File: config.mk
export PLATFORM = sky130hd
export DESIGN_NAME = pixel_seq_ctrl_flat
export DESIGN_NICKNAME = d
export VERILOG_FILES = /design/src/rtl/pixel_seq_ctrl_if.sv /design/src/rtl/pixel_seq_ctrl.sv /design/src/flat_wrapper.sv
export SDC_FILE = /design/constraint.sdc
export NUM_CORES = 1
export LEC_CHECK = 0
export ABC_AREA = 1
export CORE_MARGIN = 2
export CORE_UTILIZATION = 35
export CTS_BUF_LIST = sky130_fd_sc_hd__clkbuf_8 sky130_fd_sc_hd__clkbuf_16
export CTS_CLUSTER_SIZE = 30
export DETAILED_ROUTE_END_ITERATION = 12
export SLEW_MARGIN = 40
export SYNTH_ARGS = -nofsm -noshare
export SYNTH_HDL_FRONTEND = slang
export SYNTH_SLANG_ARGS = --single-unit
File: constraint.sdc
create_clock -name wb_clk_i -period 7.3 [get_ports wb_clk_i]
set_clock_uncertainty 0.15 [all_clocks]
set_input_delay 2.19 -clock wb_clk_i [delete_from_list [all_inputs] [get_ports wb_clk_i]]
set_output_delay 2.19 -clock wb_clk_i [all_outputs]
set_load 0.05 [all_outputs]
File: src/rtl/pixel_seq_ctrl_if.sv
// Control/status bundle between the register block and the MixPix readout sequencer.
// The master side owns config and commands; the slave side drives the analog macro controls.
interface pixel_seq_ctrl_if #(
   parameter int N_PD  = 12,
   parameter int CNT_W = 8
);
   logic             start_i;
   logic             abort_i;
   logic             cont_i;
   logic [N_PD-1:0]  ch_en_i;
   logic [CNT_W-1:0] t_rst_i;
   logic [CNT_W-1:0] t_int_i;
   logic [CNT_W-1:0] t_sh_i;
   logic [CNT_W-1:0] t_cmp_i;
   logic [2:0]       route_i;
   logic             cmp_i;
   logic             sh_rst_o;
   logic             sw1_o;
   logic             sh_o;
   logic             sh_cmp_o;
   logic [N_PD-1:0]  pd_a_o;
   logic [N_PD-1:0]  pd_b_o;
   logic [4:0]       tg_o;
   logic [N_PD-1:0]  code_o;
   logic             code_vld_o;
   logic             busy_o;

   modport master (
      output start_i, abort_i, cont_i, ch_en_i, t_rst_i, t_int_i, t_sh_i, t_cmp_i,
             route_i, cmp_i,
      input  sh_rst_o, sw1_o, sh_o, sh_cmp_o, pd_a_o, pd_b_o, tg_o, code_o,
             code_vld_o, busy_o
   );

   modport slave (
      input  start_i, abort_i, cont_i, ch_en_i, t_rst_i, t_int_i, t_sh_i, t_cmp_i,
             route_i, cmp_i,
      output sh_rst_o, sw1_o, sh_o, sh_cmp_o, pd_a_o, pd_b_o, tg_o, code_o,
             code_vld_o, busy_o
   );
endinterface

File: src/rtl/pixel_seq_ctrl.sv
// Readout sequencer for N_PD photodiode pairs: RST -> INT -> per-channel SH/CMP -> DONE.
// All outputs are registered and decoded from the next state so they align with the phase.
module pixel_seq_ctrl #(
   parameter int N_PD  = 12,
   parameter int CNT_W = 8
) (
   input  logic              wb_clk_i,
   input  logic              wb_rst_i,
   pixel_seq_ctrl_if.slave   bus
);
   localparam int KW = $clog2(N_PD);

   typedef enum logic [2:0] {S_IDLE, S_RST, S_INT, S_SH, S_CMP, S_DONE} state_t;

   state_t           state, nxt_state;
   logic [CNT_W-1:0] cnt, nxt_cnt;
   logic [KW-1:0]    k, nxt_k, nk, nxt_kb;
   logic             nk_vld;
   logic [N_PD-1:0]  en_q, shadow, nxt_shadow;
   logic [CNT_W-1:0] t_int_q, t_sh_q, t_cmp_q;
   logic             cmp_s1, cmp_s2;
   logic             latch, cap, in_pair;

   // A programmed length of zero still occupies one cycle.
   function automatic logic [CNT_W-1:0] ld(input logic [CNT_W-1:0] l);
      return (l == '0) ? '0 : l - 1'b1;
   endfunction

   function automatic logic [KW-1:0] first_en(input logic [N_PD-1:0] m);
      logic [KW-1:0] r;
      r = '0;
      for (int i = N_PD-1; i >= 0; i--)
         if (m[i]) r = KW'(i);
      return r;
   endfunction

   function automatic logic [N_PD-1:0] onehot(input logic [KW-1:0] i);
      return {{(N_PD-1){1'b0}}, 1'b1} << i;
   endfunction

   function automatic logic [4:0] route_tg(input logic [2:0] r);
      case (r)
         3'd1:    return 5'b00010;
         3'd2:    return 5'b00100;
         3'd3:    return 5'b01000;
         3'd4:    return 5'b10000;
         default: return 5'b00001;
      endcase
   endfunction

   // Next enabled channel strictly above the current one; disabled ones cost no cycles.
   always_comb begin
      nk     = '0;
      nk_vld = 1'b0;
      for (int i = N_PD-1; i >= 0; i--)
         if (en_q[i] && i > int'(k)) begin
            nk     = KW'(i);
            nk_vld = 1'b1;
         end
   end

   always_comb begin
      nxt_state = state;
      nxt_cnt   = cnt;
      nxt_k     = k;
      latch     = 1'b0;
      cap       = 1'b0;
      case (state)
         S_IDLE:
            if (bus.start_i && !bus.abort_i) begin
               latch     = 1'b1;
               nxt_state = S_RST;
               nxt_k     = first_en(bus.ch_en_i);
               nxt_cnt   = ld(bus.t_rst_i);
            end
         S_RST:
            if (cnt == '0) begin
               nxt_state = S_INT;
               nxt_cnt   = ld(t_int_q);
            end else nxt_cnt = cnt - 1'b1;
         S_INT:
            if (cnt == '0) begin
               if (en_q == '0) nxt_state = S_DONE;
               else begin
                  nxt_state = S_SH;
                  nxt_k     = first_en(en_q);
                  nxt_cnt   = ld(t_sh_q);
               end
            end else nxt_cnt = cnt - 1'b1;
         S_SH:
            if (cnt == '0) begin
               nxt_state = S_CMP;
               nxt_cnt   = ld(t_cmp_q);
            end else nxt_cnt = cnt - 1'b1;
         S_CMP:
            if (cnt == '0) begin
               cap = 1'b1;
               if (nk_vld) begin
                  nxt_state = S_SH;
                  nxt_k     = nk;
                  nxt_cnt   = ld(t_sh_q);
               end else nxt_state = S_DONE;
            end else nxt_cnt = cnt - 1'b1;
         S_DONE:
            if (bus.cont_i) begin
               latch     = 1'b1;
               nxt_state = S_RST;
               nxt_k     = first_en(bus.ch_en_i);
               nxt_cnt   = ld(bus.t_rst_i);
            end else nxt_state = S_IDLE;
         default: nxt_state = S_IDLE;
      endcase
      // Abort beats every transition, including a free-running restart.
      if (bus.abort_i && state != S_IDLE) begin
         nxt_state = S_IDLE;
         latch     = 1'b0;
         cap       = 1'b0;
      end
   end

   always_comb begin
      nxt_shadow = shadow;
      if (latch)    nxt_shadow = '0;
      else if (cap) nxt_shadow = shadow | ({{(N_PD-1){1'b0}}, cmp_s2} << k);
   end

   assign in_pair = (nxt_state == S_SH) || (nxt_state == S_CMP);
   assign nxt_kb  = (nxt_k == KW'(N_PD-1)) ? '0 : nxt_k + 1'b1;

   always_ff @(posedge wb_clk_i or posedge wb_rst_i) begin
      if (wb_rst_i) begin
         state          <= S_IDLE;
         cnt            <= '0;
         k              <= '0;
         en_q           <= '0;
         t_int_q        <= '0;
         t_sh_q         <= '0;
         t_cmp_q        <= '0;
         cmp_s1         <= 1'b0;
         cmp_s2         <= 1'b0;
         shadow         <= '0;
         bus.sh_rst_o   <= 1'b0;
         bus.sw1_o      <= 1'b0;
         bus.sh_o       <= 1'b0;
         bus.sh_cmp_o   <= 1'b0;
         bus.pd_a_o     <= '0;
         bus.pd_b_o     <= '0;
         bus.tg_o       <= 5'b00001;
         bus.code_o     <= '0;
         bus.code_vld_o <= 1'b0;
         bus.busy_o     <= 1'b0;
      end else begin
         cmp_s1 <= bus.cmp_i;
         cmp_s2 <= cmp_s1;
         state  <= nxt_state;
         cnt    <= nxt_cnt;
         k      <= nxt_k;
         shadow <= nxt_shadow;
         if (latch) begin
            en_q     <= bus.ch_en_i;
            t_int_q  <= bus.t_int_i;
            t_sh_q   <= bus.t_sh_i;
            t_cmp_q  <= bus.t_cmp_i;
            bus.tg_o <= route_tg(bus.route_i);
         end
         bus.sh_rst_o   <= (nxt_state == S_RST);
         bus.sw1_o      <= (nxt_state == S_INT);
         bus.sh_o       <= (nxt_state == S_SH);
         bus.sh_cmp_o   <= (nxt_state == S_CMP);
         bus.pd_a_o     <= in_pair ? onehot(nxt_k)  : '0;
         bus.pd_b_o     <= in_pair ? onehot(nxt_kb) : '0;
         bus.busy_o     <= (nxt_state != S_IDLE);
         bus.code_vld_o <= (nxt_state == S_DONE);
         if (nxt_state == S_DONE) bus.code_o <= nxt_shadow;
      end
   end
endmodule

File: src/flat_wrapper.sv
// flat-port wrapper written by rule: the top's interface ports become plain ports
module pixel_seq_ctrl_flat 
#(
   parameter int N_PD  = 12,
   parameter int CNT_W = 8
)
  (wb_clk_i, wb_rst_i, bus_start_i, bus_abort_i, bus_cont_i, bus_ch_en_i, bus_t_rst_i, bus_t_int_i, bus_t_sh_i, bus_t_cmp_i, bus_route_i, bus_cmp_i, bus_sh_rst_o, bus_sw1_o, bus_sh_o, bus_sh_cmp_o, bus_pd_a_o, bus_pd_b_o, bus_tg_o, bus_code_o, bus_code_vld_o, bus_busy_o);
  pixel_seq_ctrl_if #(.N_PD(N_PD), .CNT_W(CNT_W)) bus_i ();
  input  logic wb_clk_i;
  input  logic wb_rst_i;
  input wire logic [$bits(bus_i.start_i)-1:0] bus_start_i;
  input wire logic [$bits(bus_i.abort_i)-1:0] bus_abort_i;
  input wire logic [$bits(bus_i.cont_i)-1:0] bus_cont_i;
  input wire logic [$bits(bus_i.ch_en_i)-1:0] bus_ch_en_i;
  input wire logic [$bits(bus_i.t_rst_i)-1:0] bus_t_rst_i;
  input wire logic [$bits(bus_i.t_int_i)-1:0] bus_t_int_i;
  input wire logic [$bits(bus_i.t_sh_i)-1:0] bus_t_sh_i;
  input wire logic [$bits(bus_i.t_cmp_i)-1:0] bus_t_cmp_i;
  input wire logic [$bits(bus_i.route_i)-1:0] bus_route_i;
  input wire logic [$bits(bus_i.cmp_i)-1:0] bus_cmp_i;
  output wire logic [$bits(bus_i.sh_rst_o)-1:0] bus_sh_rst_o;
  output wire logic [$bits(bus_i.sw1_o)-1:0] bus_sw1_o;
  output wire logic [$bits(bus_i.sh_o)-1:0] bus_sh_o;
  output wire logic [$bits(bus_i.sh_cmp_o)-1:0] bus_sh_cmp_o;
  output wire logic [$bits(bus_i.pd_a_o)-1:0] bus_pd_a_o;
  output wire logic [$bits(bus_i.pd_b_o)-1:0] bus_pd_b_o;
  output wire logic [$bits(bus_i.tg_o)-1:0] bus_tg_o;
  output wire logic [$bits(bus_i.code_o)-1:0] bus_code_o;
  output wire logic [$bits(bus_i.code_vld_o)-1:0] bus_code_vld_o;
  output wire logic [$bits(bus_i.busy_o)-1:0] bus_busy_o;
  assign bus_i.start_i = bus_start_i;
  assign bus_i.abort_i = bus_abort_i;
  assign bus_i.cont_i = bus_cont_i;
  assign bus_i.ch_en_i = bus_ch_en_i;
  assign bus_i.t_rst_i = bus_t_rst_i;
  assign bus_i.t_int_i = bus_t_int_i;
  assign bus_i.t_sh_i = bus_t_sh_i;
  assign bus_i.t_cmp_i = bus_t_cmp_i;
  assign bus_i.route_i = bus_route_i;
  assign bus_i.cmp_i = bus_cmp_i;
  assign bus_sh_rst_o = bus_i.sh_rst_o;
  assign bus_sw1_o = bus_i.sw1_o;
  assign bus_sh_o = bus_i.sh_o;
  assign bus_sh_cmp_o = bus_i.sh_cmp_o;
  assign bus_pd_a_o = bus_i.pd_a_o;
  assign bus_pd_b_o = bus_i.pd_b_o;
  assign bus_tg_o = bus_i.tg_o;
  assign bus_code_o = bus_i.code_o;
  assign bus_code_vld_o = bus_i.code_vld_o;
  assign bus_busy_o = bus_i.busy_o;
  pixel_seq_ctrl #(.N_PD(N_PD), .CNT_W(CNT_W)) u_core (.wb_clk_i(wb_clk_i), .wb_rst_i(wb_rst_i), .bus(bus_i));
endmodule
# [Yosys cells after proc, flatten, opt, wreduce, memory -nomap -nowiden]
# Index checks and enable logic that the tools add are counted.
[word_totals] regBits=112 input_bits=53 output_inout_bits=47
[classes] addsub=6 order_cmp=11 n_eq_ne=19 n_shift=3 n_mux=89 n_bitwise=1 reduce_logical=26
[op_table] op="$mux W4" n=42
[op_table] op="$mux W8" n=12
[op_table] op="$mux W12" n=4
[op_table] op="$pmux W8 S6" n=1
[op_table] op="$logic_not A8 Y1" n=5
[op_table] op="$sub A8 B1 Y8 const B" n=5
[op_table] op="$mux W3" n=8
[op_table] op="$shl A1 B4 Y12 const A" n=2
[op_table] op="$pmux W5 S4" n=1
[op_table] op="$eq A3 B2 Y1 const B" n=6
[op_table] op="$mux W1" n=18
[op_table] op="$pmux W3 S6" n=1
[op_table] op="$gt A3 B4 Y1 const A" n=4
[op_table] op="$gt A4 B4 Y1 const A" n=4
[op_table] op="$pmux W4 S4" n=1
[op_table] op="$eq A3 B3 Y1 const B" n=5
[op_table] op="$logic_and A1 B1 Y1" n=13
[op_table] op="$logic_not A12 Y1" n=1
[op_table] op="$or A12 B12 Y12" n=1
[op_table] op="$shl A1 B4 Y12" n=1
[op_table] op="$eq A3 B1 Y1 const B" n=3
[op_table] op="$gt A2 B4 Y1 const A" n=2
[op_table] op="$reduce_bool A3 Y1" n=2
[op_table] op="$reduce_bool A6 Y1" n=1
[op_table] op="other kinds (12)" n=12

# [Logic depth before layout (Yosys ltp)]
# Gate-level depths: netlist of the first run.
[depth] word_depth=20 ltp_mapped=23 ltp_nobuf=22

# [Worst setup path before layout of the first run]
# Ideal clock, no wire load.
[synth_timing] kind="input port to flip-flop" start="in bus_abort_i" end="reg u_core.bus.pd_b_o[7]" t_arrival_ns=3.815 slack_ns=3.263 path_stages=15 cell_sequence="inv_1 > nand2_1 > nand2_1 > o21ai_0 > a21oi_1 > nand3_4 > nand2_2 > nand2b_4 > nand2_1 > inv_1 > ha_1 > inv_1 > nor3_1 > nand2_1 > nor2_1"
[synth_via] elab_chain_cells=8 word_cells_on_any_way=16 cone_classes="1 x add/sub; 3 x eq/ne; 1 x shift; 7 x mux; 4 x reduce/logical"
[synth_rtl] item="start, declared" line="flat_wrapper.sv:12" rtl="input wire logic [$bits(bus_i.abort_i)-1:0] bus_abort_i;"
[synth_rtl] item="$logic_not A1 Y1 (*)" line="pixel_seq_ctrl.sv:70" rtl="if (bus.start_i && !bus.abort_i) begin"
[synth_rtl] item="$logic_and A1 B1 Y1 (*)" line="pixel_seq_ctrl.sv:70"
[synth_rtl] item="$mux W4 (*)" line="pixel_seq_ctrl.sv:70"
[synth_rtl] item="$pmux W4 S4 (*)" line="pixel_seq_ctrl.sv:68" rtl="case (state)"
[synth_rtl] item="via u_core.nxt_k[1]" line="pixel_seq_ctrl.sv:17" rtl="logic [KW-1:0] k, nxt_k, nk, nxt_kb;"
[synth_rtl] item="$add A4 B1 Y4 / $eq A4 B4 Y1 (equally long branches)" line="pixel_seq_ctrl.sv:128" rtl="assign nxt_kb = (nxt_k == KW'(N_PD-1)) ? '0 : nxt_k + 1'b1;"
[synth_rtl] item="$mux W4 (*)" line="pixel_seq_ctrl.sv:128"
[synth_rtl] item="$shl A1 B4 Y12 (*)" line="pixel_seq_ctrl.sv:38" rtl="return {{(N_PD-1){1'b0}}, 1'b1} << i;"
[synth_rtl] item="$mux W12 (*)" line="pixel_seq_ctrl.sv:171" rtl="bus.pd_b_o <= in_pair ? onehot(nxt_kb) : '0;"
[synth_rtl] item="end signal, assigned" line="pixel_seq_ctrl.sv:171"
[synth_rtl] item="end, declared" line="pixel_seq_ctrl_if.sv:38" rtl="output sh_rst_o, sw1_o, sh_o, sh_cmp_o, pd_a_o, pd_b_o, tg_o, code_o,"
# Mark *: on every way through the listed nets, which the timed path passes. The rest lies on a longest branch.
# A chain may end at the register's enable or synchronous reset.

# [Worst setup path in the final report of the first run]
[layout_timing] start="in bus_abort_i" end="reg u_core.bus.pd_b_o[7]"
[layout_via] elab_chain_cells=8 word_cells_on_any_way=16 cone_classes="1 x add/sub; 3 x eq/ne; 1 x shift; 7 x mux; 4 x reduce/logical"
[layout_rtl] item="$logic_not A1 Y1" line="pixel_seq_ctrl.sv:70"
[layout_rtl] item="$logic_and A1 B1 Y1" line="pixel_seq_ctrl.sv:70"
[layout_rtl] item="$mux W4 / $mux W3 (equally long branches)" line="pixel_seq_ctrl.sv:70"
[layout_rtl] item="$pmux W4 S4 / $pmux W3 S6 (equally long branches)" line="pixel_seq_ctrl.sv:68"
[layout_rtl] item="$add A4 B1 Y4, or another cell as far along" line="pixel_seq_ctrl.sv:128"
[layout_rtl] item="$mux W4, or another cell as far along" line="pixel_seq_ctrl.sv:128"
[layout_rtl] item="$shl A1 B4 Y12 / $logic_or A1 B1 Y1 (equally long branches)" line="pixel_seq_ctrl.sv:38, pixel_seq_ctrl.sv:127"
[layout_rtl] item="$mux W12 (*)" line="pixel_seq_ctrl.sv:171"
# Mark *: on every way between the ends. The rest lies on a longest branch, timed or not.

==> impl_results.html, run 1 <==
<table>
<tr><th>Metric</th><th>Value</th></tr>
<tr><th colspan="2">Clock tree</th></tr>
<tr><td>Skew-Pair Late Insertion Delay</td><td>360 ps</td></tr>
<tr><td>CTS root buffer</td><td>sky130_fd_sc_hd__clkbuf_16</td></tr>
<tr><td>Total clock sinks</td><td>112</td></tr>
<tr><td>Bufs on Longest Clock Path</td><td>2</td></tr>
<tr><td>Number of buffers added by the clock tree synthesis step</td><td>9</td></tr>
<tr><td>H-tree depth</td><td>3</td></tr>
<tr><td>Count of instances resized after the clock tree is built</td><td>0</td></tr>
<tr><td>TritonCTS clock tree</td><td>done</td></tr>
<tr><td>Post-CTS setup buffer count</td><td>0</td></tr>
<tr><td>Hold buffer count at CTS</td><td>0</td></tr>
<tr><td>Clock transition at the register clock pins on the worst setup and hold paths after CTS</td><td>70 ps</td></tr>
<tr><th colspan="2">STA</th></tr>
<tr><td>Final setup slack of the worst path</td><td>2650 ps</td></tr>
<tr><td>Setup repair after global routing missed its margin</td><td>no</td></tr>
<tr><td>Number of endpoints failing setup at the final stage</td><td>0</td></tr>
<tr><td>Setup TNS</td><td>0 ps</td></tr>
<tr><td>Worst-case headroom to the max-slew limit</td><td>0.515</td></tr>
<tr><td>Measured slew at the worst slew-check pin</td><td>727 ps</td></tr>
<tr><td>Time the worst path needs with I/O delays and setup</td><td>4650 ps</td></tr>
<tr><td>Final Cycle Share</td><td>0.637</td></tr>
<tr><td>Final-report max-slew violation count</td><td>0</td></tr>
<tr><td>Achievable Freq</td><td>215 MHz</td></tr>
<tr><td>Final hold violation count</td><td>0</td></tr>
<tr><th colspan="2">Critical path</th></tr>
<tr><td>Delay-heaviest family, CP</td><td>simple AND/OR/NAND/NOR gates</td></tr>
<tr><td>Highest fanout seen on the critical path</td><td>11</td></tr>
<tr><td>Type of the worst setup path</td><td>input pin to flip-flop</td></tr>
<tr><td>Endpoint kind of the worst setup timing path</td><td>flip-flop</td></tr>
<tr><td>Worst EP required</td><td>7440 ps</td></tr>
<tr><td>Slowest stage cell on the critical path</td><td>sky130_fd_sc_hd__clkdlybuf4s50_1</td></tr>
<tr><td>Sum of buffers and inverters on the critical path</td><td>4</td></tr>
<tr><td>Depth of the most critical reg-to-reg path</td><td>18</td></tr>
<tr><td>Flop2flop setup slack</td><td>3750 ps</td></tr>
<tr><td>CP dominant cell by count</td><td>sky130_fd_sc_hd__nand2_1</td></tr>
<tr><td>Critical Path Max Stage Delay</td><td>460 ps</td></tr>
<tr><td>Worst Path Arrival</td><td>4790 ps</td></tr>
<tr><td>CP cell instances</td><td>clkdlybuf4s50_1, inv_1, nand2_1, nand2_1, o21ai_0, a21oi_1, nand3_4, nand2_1, nand3_2, nand2_1, inv_1, ha_1, inv_1, nor3_1, nand2_1, nor2_1</td></tr>
<tr><td>Number of cells on the critical path</td><td>16</td></tr>
<tr><td>Type of origin of the critical path</td><td>input pin</td></tr>
<tr><td>Reg2Reg Launch Point</td><td>u_core.cnt[0]</td></tr>
<tr><td>R2r endpoint</td><td>u_core.bus.pd_b_o[7]</td></tr>
<tr><th colspan="2">Outcome</th></tr>
<tr><td>Status</td><td>completed</td></tr>
<tr><th colspan="2">Logic synthesis</th></tr>
<tr><td>Synthesized area per cell</td><td>8.06 µm²</td></tr>
<tr><td>Post-Syn Area</td><td>0.00614 mm²</td></tr>
<tr><td>Number of storage elements in the synthesis netlist</td><td>112</td></tr>
<tr><td>Cells after Synth</td><td>761</td></tr>
<tr><td>Prevailing post-synth register cell</td><td>sky130_fd_sc_hd__dfrtp_1</td></tr>
<tr><td>Post-synth EDFFs</td><td>0</td></tr>
<tr><td>Yosys cell types</td><td>52</td></tr>
<tr><td>Main area contributors after synthesis</td><td>sky130_fd_sc_hd__dfrtp_1 (45%), sky130_fd_sc_hd__nand2_1 (10%), sky130_fd_sc_hd__inv_1 (5.9%)</td></tr>
<tr><td>Async S/R FF share, synth</td><td>1.00</td></tr>
<tr><td>Area share of the largest cell type after synthesis</td><td>0.453</td></tr>
<tr><td>Part of the Yosys area used for sequential elements</td><td>0.457</td></tr>
<tr><td>Syn nets</td><td>824</td></tr>
<tr><td>Yosys Warn Count</td><td>0</td></tr>
<tr><td>Dominant cell type by area after synthesis</td><td>sky130_fd_sc_hd__dfrtp_1</td></tr>
<tr><th colspan="2">Detailed routing</th></tr>
<tr><td>Wire length per cell</td><td>13.9 µm</td></tr>
<tr><td>Remaining number of nets flagged by the antenna check after routing</td><td>0</td></tr>
<tr><td>Detailed-route via count</td><td>5208</td></tr>
<tr><td>Wire length reported by the detailed router</td><td>15100 µm</td></tr>
<tr><td>Initial DRC count</td><td>323</td></tr>
<tr><td>Total iterations of the first detailed-routing run</td><td>4</td></tr>
<tr><td>Drc violations</td><td>0</td></tr>
<tr><td>Vias per inst</td><td>4.79</td></tr>
<tr><th colspan="2">Floorplan</th></tr>
<tr><td>Row count</td><td>48</td></tr>
<tr><td>Die outline area</td><td>0.0186 mm²</td></tr>
<tr><td>Vertical die dimension</td><td>136 µm</td></tr>
<tr><td>Initial core utilization</td><td>0.356</td></tr>
<tr><td>Die W</td><td>136 µm</td></tr>
<tr><td>Core outline area</td><td>0.0172 mm²</td></tr>
<tr><td>Boundary pin count</td><td>100</td></tr>
<tr><th colspan="2">Place</th></tr>
<tr><td>Count of input and output buffers</td><td>99</td></tr>
<tr><td>Placed wire-length estimate</td><td>11200 µm</td></tr>
<tr><td>Routability congestion estimate</td><td>0.892</td></tr>
<tr><td>Minimum setup slack after placement</td><td>2280 ps</td></tr>
<tr><th colspan="2">Cells and area</th></tr>
<tr><td>Fraction of final layout cells with drive strength greater than 1</td><td>0.108</td></tr>
<tr><td>Layout net count</td><td>920</td></tr>
<tr><td>Antenna fix cells</td><td>0</td></tr>
<tr><td>Layout overhead on the synthesized area</td><td>25.2%</td></tr>
<tr><th colspan="2">Run</th></tr>
<tr><td>Maxcap violations</td><td>0</td></tr>
<tr><th colspan="2">Power and ir drop</th></tr>
<tr><td>Power density over the cells</td><td>318 mW/mm²</td></tr>
<tr><td>Worst IR Drop VDD</td><td>0.158 mV</td></tr>
<tr><td>Static leakage</td><td>0.00359 µW</td></tr>
<tr><th colspan="2">Global route</th></tr>
<tr><td>Initial antenna violation count</td><td>0</td></tr>
<tr><td>Global router's overall resource usage</td><td>0.173</td></tr>
<tr><td>Largest net degree at the start of global routing</td><td>82</td></tr>
<tr><td>Global-route wire length before repair</td><td>25200 µm</td></tr>
<tr><td>Total grt overflow</td><td>0</td></tr>
<tr><td>Vias in the first global route</td><td>5078</td></tr>
<tr><th colspan="2">Min path</th></tr>
<tr><td>Path class of the lowest-slack min-delay path</td><td>flip-flop to flip-flop</td></tr>
<tr><td>Hold-critical path depth</td><td>0</td></tr>
<tr><td>Worst Hold Path EP</td><td>u_core.cmp_s2</td></tr>
<tr><td>Startpoint of the worst hold path</td><td>u_core.cmp_s1</td></tr>
</table>
cells in the final DEF (no fill, tap or decap), types with 19 or more instances in the layout:
cell type                         instances
sky130_fd_sc_hd__nand2_1                171
sky130_fd_sc_hd__dfrtp_1                111
sky130_fd_sc_hd__clkdlybuf4s50_1         99
sky130_fd_sc_hd__inv_1                   96
sky130_fd_sc_hd__nor2_1                  81
sky130_fd_sc_hd__o21ai_0                 58
sky130_fd_sc_hd__nand3_1                 43
sky130_fd_sc_hd__nor3_1                  19
sky130_fd_sc_hd__a21oi_1                 19
worst max path at each step:
stage,from,to,slack (ps)
6_report,bus_abort_i,u_core.bus.pd_b_o[7],2650
5_1_grt,bus_ch_en_i[9],u_core.bus.pd_b_o[7],2340
4_1_cts,bus_abort_i,u_core.bus.pd_b_o[7],2660
3_5_place_dp,bus_abort_i,u_core.bus.pd_b_o[7],2280
3_3_place_gp,bus_start_i,u_core.bus.code_o[10],2360
2_1_floorplan,wb_rst_i,u_core.bus.busy_o,2000
Yosys cell counts (all sizes together), types with 2 or more instances:
master   count
a21oi       20
a31oi        4
buf         10
clkbuf       6
clkinv       2
dfrtp      111
ha          10
inv        107
mux2         6
nand2      189
nand3       55
nand4        7
nor2        99
nor3        22
nor4         4
o2111ai      3
o211ai       5
o21a         6
o21ai       63
o221ai       3
o22ai        3
xnor2        2
xor2        12
cells by family after synthesis:
kind of cell | Yosys count | synth area share
simple gates | 378 | 0.296
mux | 6 | 0.0110
flops | 112 | 0.457
fa+ha+maj | 10 | 0.0204
buf+inv | 125 | 0.0850
xor+xnor | 14 | 0.0200
compound gates | 116 | 0.111
per-stage QoR:
stage,std cells,area (µm²),util,hold WS (ps),power [µW]
floorplan,761,6140,-,181,1600
global placement,1071,7330,0.425,187,1850
detailed placement,1071,7330,0.425,195,1860
CTS,1087,7680,0.446,213,2450
global route,1087,7680,0.446,219,2630
finish,1087,7680,0.446,206,2440
flip-flops by register name (all words and copies together) (netlist names), 8 cells and up:
register / flops
u_core.t_int_q: 8
u_core.shadow: 12
u_core.t_sh_q: 8
u_core.en_q: 12
u_core.bus.pd_a_o: 12
u_core.bus.pd_b_o: 12
u_core.cnt: 8
u_core.bus.code_o: 12
u_core.t_cmp_q: 8
final cells by class:
cell class,count,area [µm²]
Inverter,109,420
Multi-Input combinational cell,524,2820
Clock buffer,11,253
Clock inverter,5,103
Tap cell,225,282
Fill cell,1724,9550
Timing Repair Buffer,101,1010
Sequential cell,112,2800
layer usage:
metal,global-route usage,share of wire
met4,0.0567,0.016
met5,0,0
met3,0.0295,0.049
met2,0.273,0.45
met1,0.242,0.49
worst reg2reg max path, delay by kind of cell (launching register included):
family	cells	cell delay [ps]
adder cells (fa/ha/maj)	2	520
AND/OR/NAND/NOR	11	1650
flip-flops	1	380
buffers and inverters	4	540
AO/OA/AOI/OAI	1	250
where the power goes:
group          leakage (µW)  internal (µW)  switching [µW]
Clock              0.000178            354             226
Sequential          0.00147            765             122
Combinational       0.00194            331             641
Total               0.00359           1450             989
Power figures use the tool's default switching activity.
==> run 2: changes to the inputs <==
- clock period: 7.3 -> 4.8 ns (I/O delays scaled with it)
==> run 2 against run 1 <==
  * Register-to-register slack got worse by 2500 ps
  * Via count decreased by 0.54%
  * Hold slack improved by 1.9 ps
  * Sequential share of layout area increased by 0.071 points
  * Cell area decreased by 0.20%
  * First-iteration DRC count decreased by 8.0%
  * Global-route usage decreased by 0.26 points
  * Cell count increased by 0.18%
==> impl_results.html, run 2 (synthesis gave the netlist of run 1 again) <==
<table>
<tr><th>Metric</th><th>Value</th></tr>
<tr><th colspan="2">Outcome</th></tr>
<tr><td>Status</td><td>completed (unchanged)</td></tr>
<tr><th colspan="2">Cells and area</th></tr>
<tr><td>Most common cell after layout, fill and taps aside</td><td>sky130_fd_sc_hd__nand2_1 (unchanged)</td></tr>
<tr><td>Post-Layout Inst Area</td><td>0.00767 mm² (was 0.00768 mm²)</td></tr>
<tr><td>Layout net count</td><td>922 (was 920)</td></tr>
<tr><td>Fraction of final layout cells with drive strength greater than 1</td><td>0.110 (was 0.108)</td></tr>
<tr><td>Antenna fix cells</td><td>0 (unchanged)</td></tr>
<tr><td>Layout overhead on the synthesized area</td><td>25.0% (was 25.2%)</td></tr>
<tr><td>Commonest cells after routing, fill and taps aside</td><td>sky130_fd_sc_hd__nand2_1 (171), sky130_fd_sc_hd__dfrtp_1 (111), sky130_fd_sc_hd__clkdlybuf4s50_1 (99) (unchanged)</td></tr>
<tr><td>Final core occ</td><td>0.445 (was 0.446)</td></tr>
<tr><th colspan="2">Floorplan</th></tr>
<tr><td>Core outline area</td><td>0.0172 mm² (unchanged)</td></tr>
<tr><td>Boundary pin count</td><td>100 (unchanged)</td></tr>
<tr><td>Row count</td><td>48 (unchanged)</td></tr>
<tr><td>Die outline area</td><td>0.0186 mm² (unchanged)</td></tr>
<tr><td>Die W</td><td>136 µm (unchanged)</td></tr>
<tr><td>Initial core utilization</td><td>0.356 (unchanged)</td></tr>
<tr><td>Vertical die dimension</td><td>136 µm (unchanged)</td></tr>
<tr><th colspan="2">Power and ir drop</th></tr>
<tr><td>Worst IR Drop VDD</td><td>0.303 mV (was 0.158 mV)</td></tr>
<tr><td>Switching part of the total</td><td>0.413 (was 0.405)</td></tr>
<tr><td>Fraction of power consumed by sequential logic</td><td>0.369 (was 0.363)</td></tr>
<tr><td>Static leakage</td><td>0.00358 µW (was 0.00359 µW)</td></tr>
<tr><td>Power density over the cells</td><td>476 mW/mm² (was 318 mW/mm²)</td></tr>
<tr><td>Proportion of power drawn by combinational gates</td><td>0.404 (was 0.399)</td></tr>
<tr><td>Switching power</td><td>1500 µW (was 989 µW)</td></tr>
<tr><td>Internal power component</td><td>2140 µW (was 1450 µW)</td></tr>
<tr><td>Clock network fraction of total power</td><td>0.227 (was 0.238)</td></tr>
<tr><th colspan="2">Place</th></tr>
<tr><td>Count of input and output buffers</td><td>99 (unchanged)</td></tr>
<tr><td>Post-detailed-placement cell area</td><td>0.00734 mm² (was 0.00733 mm²)</td></tr>
<tr><td>Placed wire-length estimate</td><td>11400 µm (was 11200 µm)</td></tr>
<tr><td>Routability congestion estimate</td><td>0.923 (was 0.892)</td></tr>
<tr><th colspan="2">Global route</th></tr>
<tr><td>Vias in the first global route</td><td>5107 (was 5078)</td></tr>
<tr><td>Initial antenna violation count</td><td>0 (unchanged)</td></tr>
<tr><td>Global-route wire length before repair</td><td>24800 µm (was 25200 µm)</td></tr>
<tr><td>Largest net degree at the start of global routing</td><td>73 (was 82)</td></tr>
<tr><td>Total grt overflow</td><td>0 (unchanged)</td></tr>
<tr><td>Global router's overall resource usage</td><td>0.170 (was 0.173)</td></tr>
<tr><th colspan="2">Critical path</th></tr>
<tr><td>Sum of buffers and inverters on the critical path</td><td>4 (unchanged)</td></tr>
<tr><td>Slowest stage cell on the critical path</td><td>sky130_fd_sc_hd__clkdlybuf4s50_1 (unchanged)</td></tr>
<tr><td>Worst Path Arrival</td><td>4030 ps (was 4790 ps)</td></tr>
<tr><td>Worst EP required</td><td>4940 ps (was 7440 ps)</td></tr>
<tr><td>Highest fanout seen on the critical path</td><td>11 (unchanged)</td></tr>
<tr><td>Flop2flop setup slack</td><td>1260 ps (was 3750 ps)</td></tr>
<tr><td>CP cell instances</td><td>clkdlybuf4s50_1, inv_1, nand2_1, nand2_1, o21ai_0, a21oi_1, nand3_4, nand2_1, nand3_2, nand2_1, inv_1, ha_1, inv_1, nor3_1, nand2_1, nor2_1 (unchanged)</td></tr>
<tr><td>Critical Path Max Stage Delay</td><td>450 ps (was 460 ps)</td></tr>
<tr><td>R2r endpoint</td><td>u_core.bus.pd_b_o[7] (unchanged)</td></tr>
<tr><td>Reg2Reg Launch Point</td><td>u_core.cnt[0] (unchanged)</td></tr>
<tr><td>Type of the worst setup path</td><td>input pin to flip-flop (unchanged)</td></tr>
<tr><td>Endpoint kind of the worst setup timing path</td><td>flip-flop (unchanged)</td></tr>
<tr><td>CP dominant cell by count</td><td>sky130_fd_sc_hd__nand2_1 (unchanged)</td></tr>
<tr><td>Type of origin of the critical path</td><td>input pin (unchanged)</td></tr>
<tr><td>Depth of the most critical reg-to-reg path</td><td>18 (unchanged)</td></tr>
<tr><td>Delay-heaviest family, CP</td><td>simple AND/OR/NAND/NOR gates (unchanged)</td></tr>
<tr><th colspan="2">Clock tree</th></tr>
<tr><td>Skew-Pair Late Insertion Delay</td><td>360 ps (about the same)</td></tr>
<tr><td>TritonCTS clock tree</td><td>done (unchanged)</td></tr>
<tr><td>CTS root buffer</td><td>sky130_fd_sc_hd__clkbuf_16 (unchanged)</td></tr>
<tr><td>Total clock sinks</td><td>112 (unchanged)</td></tr>
<tr><td>Clock transition at the register clock pins on the worst setup and hold paths after CTS</td><td>70 ps (about the same)</td></tr>
<tr><td>Bufs on Longest Clock Path</td><td>2 (unchanged)</td></tr>
<tr><td>Post-CTS setup buffer count</td><td>0 (unchanged)</td></tr>
<tr><td>Count of instances resized after the clock tree is built</td><td>0 (unchanged)</td></tr>
<tr><td>H-tree depth</td><td>3 (unchanged)</td></tr>
<tr><td>Number of buffers added by the clock tree synthesis step</td><td>9 (unchanged)</td></tr>
<tr><td>Hold buffer count at CTS</td><td>0 (unchanged)</td></tr>
<tr><th colspan="2">Min path</th></tr>
<tr><td>Hold-critical path depth</td><td>0 (unchanged)</td></tr>
<tr><td>Startpoint of the worst hold path</td><td>u_core.cmp_s1 (unchanged)</td></tr>
<tr><td>Path class of the lowest-slack min-delay path</td><td>flip-flop to flip-flop (unchanged)</td></tr>
<tr><td>Worst Hold Path EP</td><td>u_core.cmp_s2 (unchanged)</td></tr>
<tr><th colspan="2">STA</th></tr>
<tr><td>Number of endpoints failing setup at the final stage</td><td>0 (unchanged)</td></tr>
<tr><td>Time the worst path needs with I/O delays and setup</td><td>3890 ps</td></tr>
<tr><td>Measured slew at the worst slew-check pin</td><td>696 ps (was 727 ps)</td></tr>
<tr><td>Final Cycle Share</td><td>0.810</td></tr>
<tr><td>Worst-case headroom to the max-slew limit</td><td>0.536 (was 0.515)</td></tr>
<tr><td>Achievable Freq</td><td>257 MHz</td></tr>
<tr><td>Setup repair after global routing missed its margin</td><td>no (unchanged)</td></tr>
<tr><td>Final-report max-slew violation count</td><td>0 (unchanged)</td></tr>
<tr><td>Final hold violation count</td><td>0 (unchanged)</td></tr>
<tr><td>Setup TNS</td><td>0 ps (unchanged)</td></tr>
<tr><th colspan="2">Detailed routing</th></tr>
<tr><td>Total iterations of the first detailed-routing run</td><td>5 (was 4)</td></tr>
<tr><td>Initial DRC count</td><td>297 (was 323)</td></tr>
<tr><td>Top layer in use</td><td>met4 (unchanged)</td></tr>
<tr><td>Wire length reported by the detailed router</td><td>14900 µm (was 15100 µm)</td></tr>
<tr><td>Vias per inst</td><td>4.76 (was 4.79)</td></tr>
<tr><td>Detail Route met3 WL</td><td>645 µm (was 739 µm)</td></tr>
<tr><td>Wire length per cell</td><td>13.7 µm (was 13.9 µm)</td></tr>
<tr><td>Detailed-route via count</td><td>5180 (was 5208)</td></tr>
<tr><td>Drc violations</td><td>0 (unchanged)</td></tr>
<tr><td>DRT met1 WL</td><td>7140 µm (was 7370 µm)</td></tr>
<tr><td>Met2 wire length</td><td>6920 µm (was 6780 µm)</td></tr>
<tr><td>Remaining number of nets flagged by the antenna check after routing</td><td>0 (unchanged)</td></tr>
<tr><th colspan="2">Run</th></tr>
<tr><td>Maxcap violations</td><td>0 (unchanged)</td></tr>
</table>
## run 2: per-stage QoR
stage	setup WS, ps	power [µW]	std cells	hold WS, ps
3_5_place_dp	566	2830	1073	190
5_1_grt	645	3930	1089	210
4_1_cts	945	3680	1089	208
3_3_place_gp	652	2820	1073	190
6_report	914	3650	1089	208
2_1_floorplan	253	2440	761	181
## run 2: worst register-to-register path: stages, from the launching register on
cell                       delay (ps)
sky130_fd_sc_hd__dfrtp_1          380
sky130_fd_sc_hd__inv_1            100
sky130_fd_sc_hd__ha_1             210
sky130_fd_sc_hd__nand3_2          100
sky130_fd_sc_hd__nor2_2           180
sky130_fd_sc_hd__nand2_2          230
sky130_fd_sc_hd__clkinv_2         220
sky130_fd_sc_hd__nand2_1          130
sky130_fd_sc_hd__a21oi_1          250
sky130_fd_sc_hd__nand3_4          130
sky130_fd_sc_hd__nand2_1          100
sky130_fd_sc_hd__nand3_2          230
sky130_fd_sc_hd__nand2_1          180
sky130_fd_sc_hd__inv_1            100
sky130_fd_sc_hd__ha_1             310
sky130_fd_sc_hd__inv_1            110
sky130_fd_sc_hd__nor3_1           200
sky130_fd_sc_hd__nand2_1           80
sky130_fd_sc_hd__nor2_1            80
## run 2: layout make-up
| type | count | area, µm² |
|---|---|---|
| fill | 1752 | 9570 |
| multi-input combinational | 524 | 2820 |
| sequential | 112 | 2800 |
| timing repair buffer | 103 | 1020 |
| inverter | 109 | 418 |
| tap | 225 | 282 |
| clock buffer | 10 | 239 |
| clock inverter | 6 | 88.8 |
## run 2: worst max path at each step
stage          cells past startpoint        start                    to  slack [ps]
5_1_grt                           16  bus_abort_i  u_core.bus.pd_b_o[7]         650
4_1_cts                           16  bus_abort_i  u_core.bus.pd_b_o[7]         940
3_5_place_dp                      16  bus_abort_i  u_core.bus.pd_b_o[7]         570
3_3_place_gp                      15  bus_start_i  u_core.bus.pd_b_o[7]         650
2_1_floorplan                      1     wb_rst_i     u_core.bus.busy_o         250
6_report                          16  bus_abort_i  u_core.bus.pd_b_o[7]         910
## run 2: power groups by stage
stage / sequential [µW] / combinational (µW) / clock [µW]
3_3_place_gp: 1360 / 1460 / 0
6_report: 1350 / 1470 / 828
5_1_grt: 1380 / 1670 / 891
3_5_place_dp: 1360 / 1470 / 0
4_1_cts: 1350 / 1480 / 855
2_1_floorplan: 1390 / 1050 / 0
## run 2: routing by layer
layer | up-vias | global-route usage
li1 | 2653 | -
met4 | 0 | 0.0411
met5 | - | 0
met2 | 96 | 0.274
met1 | 2415 | 0.233
met3 | 16 | 0.0391
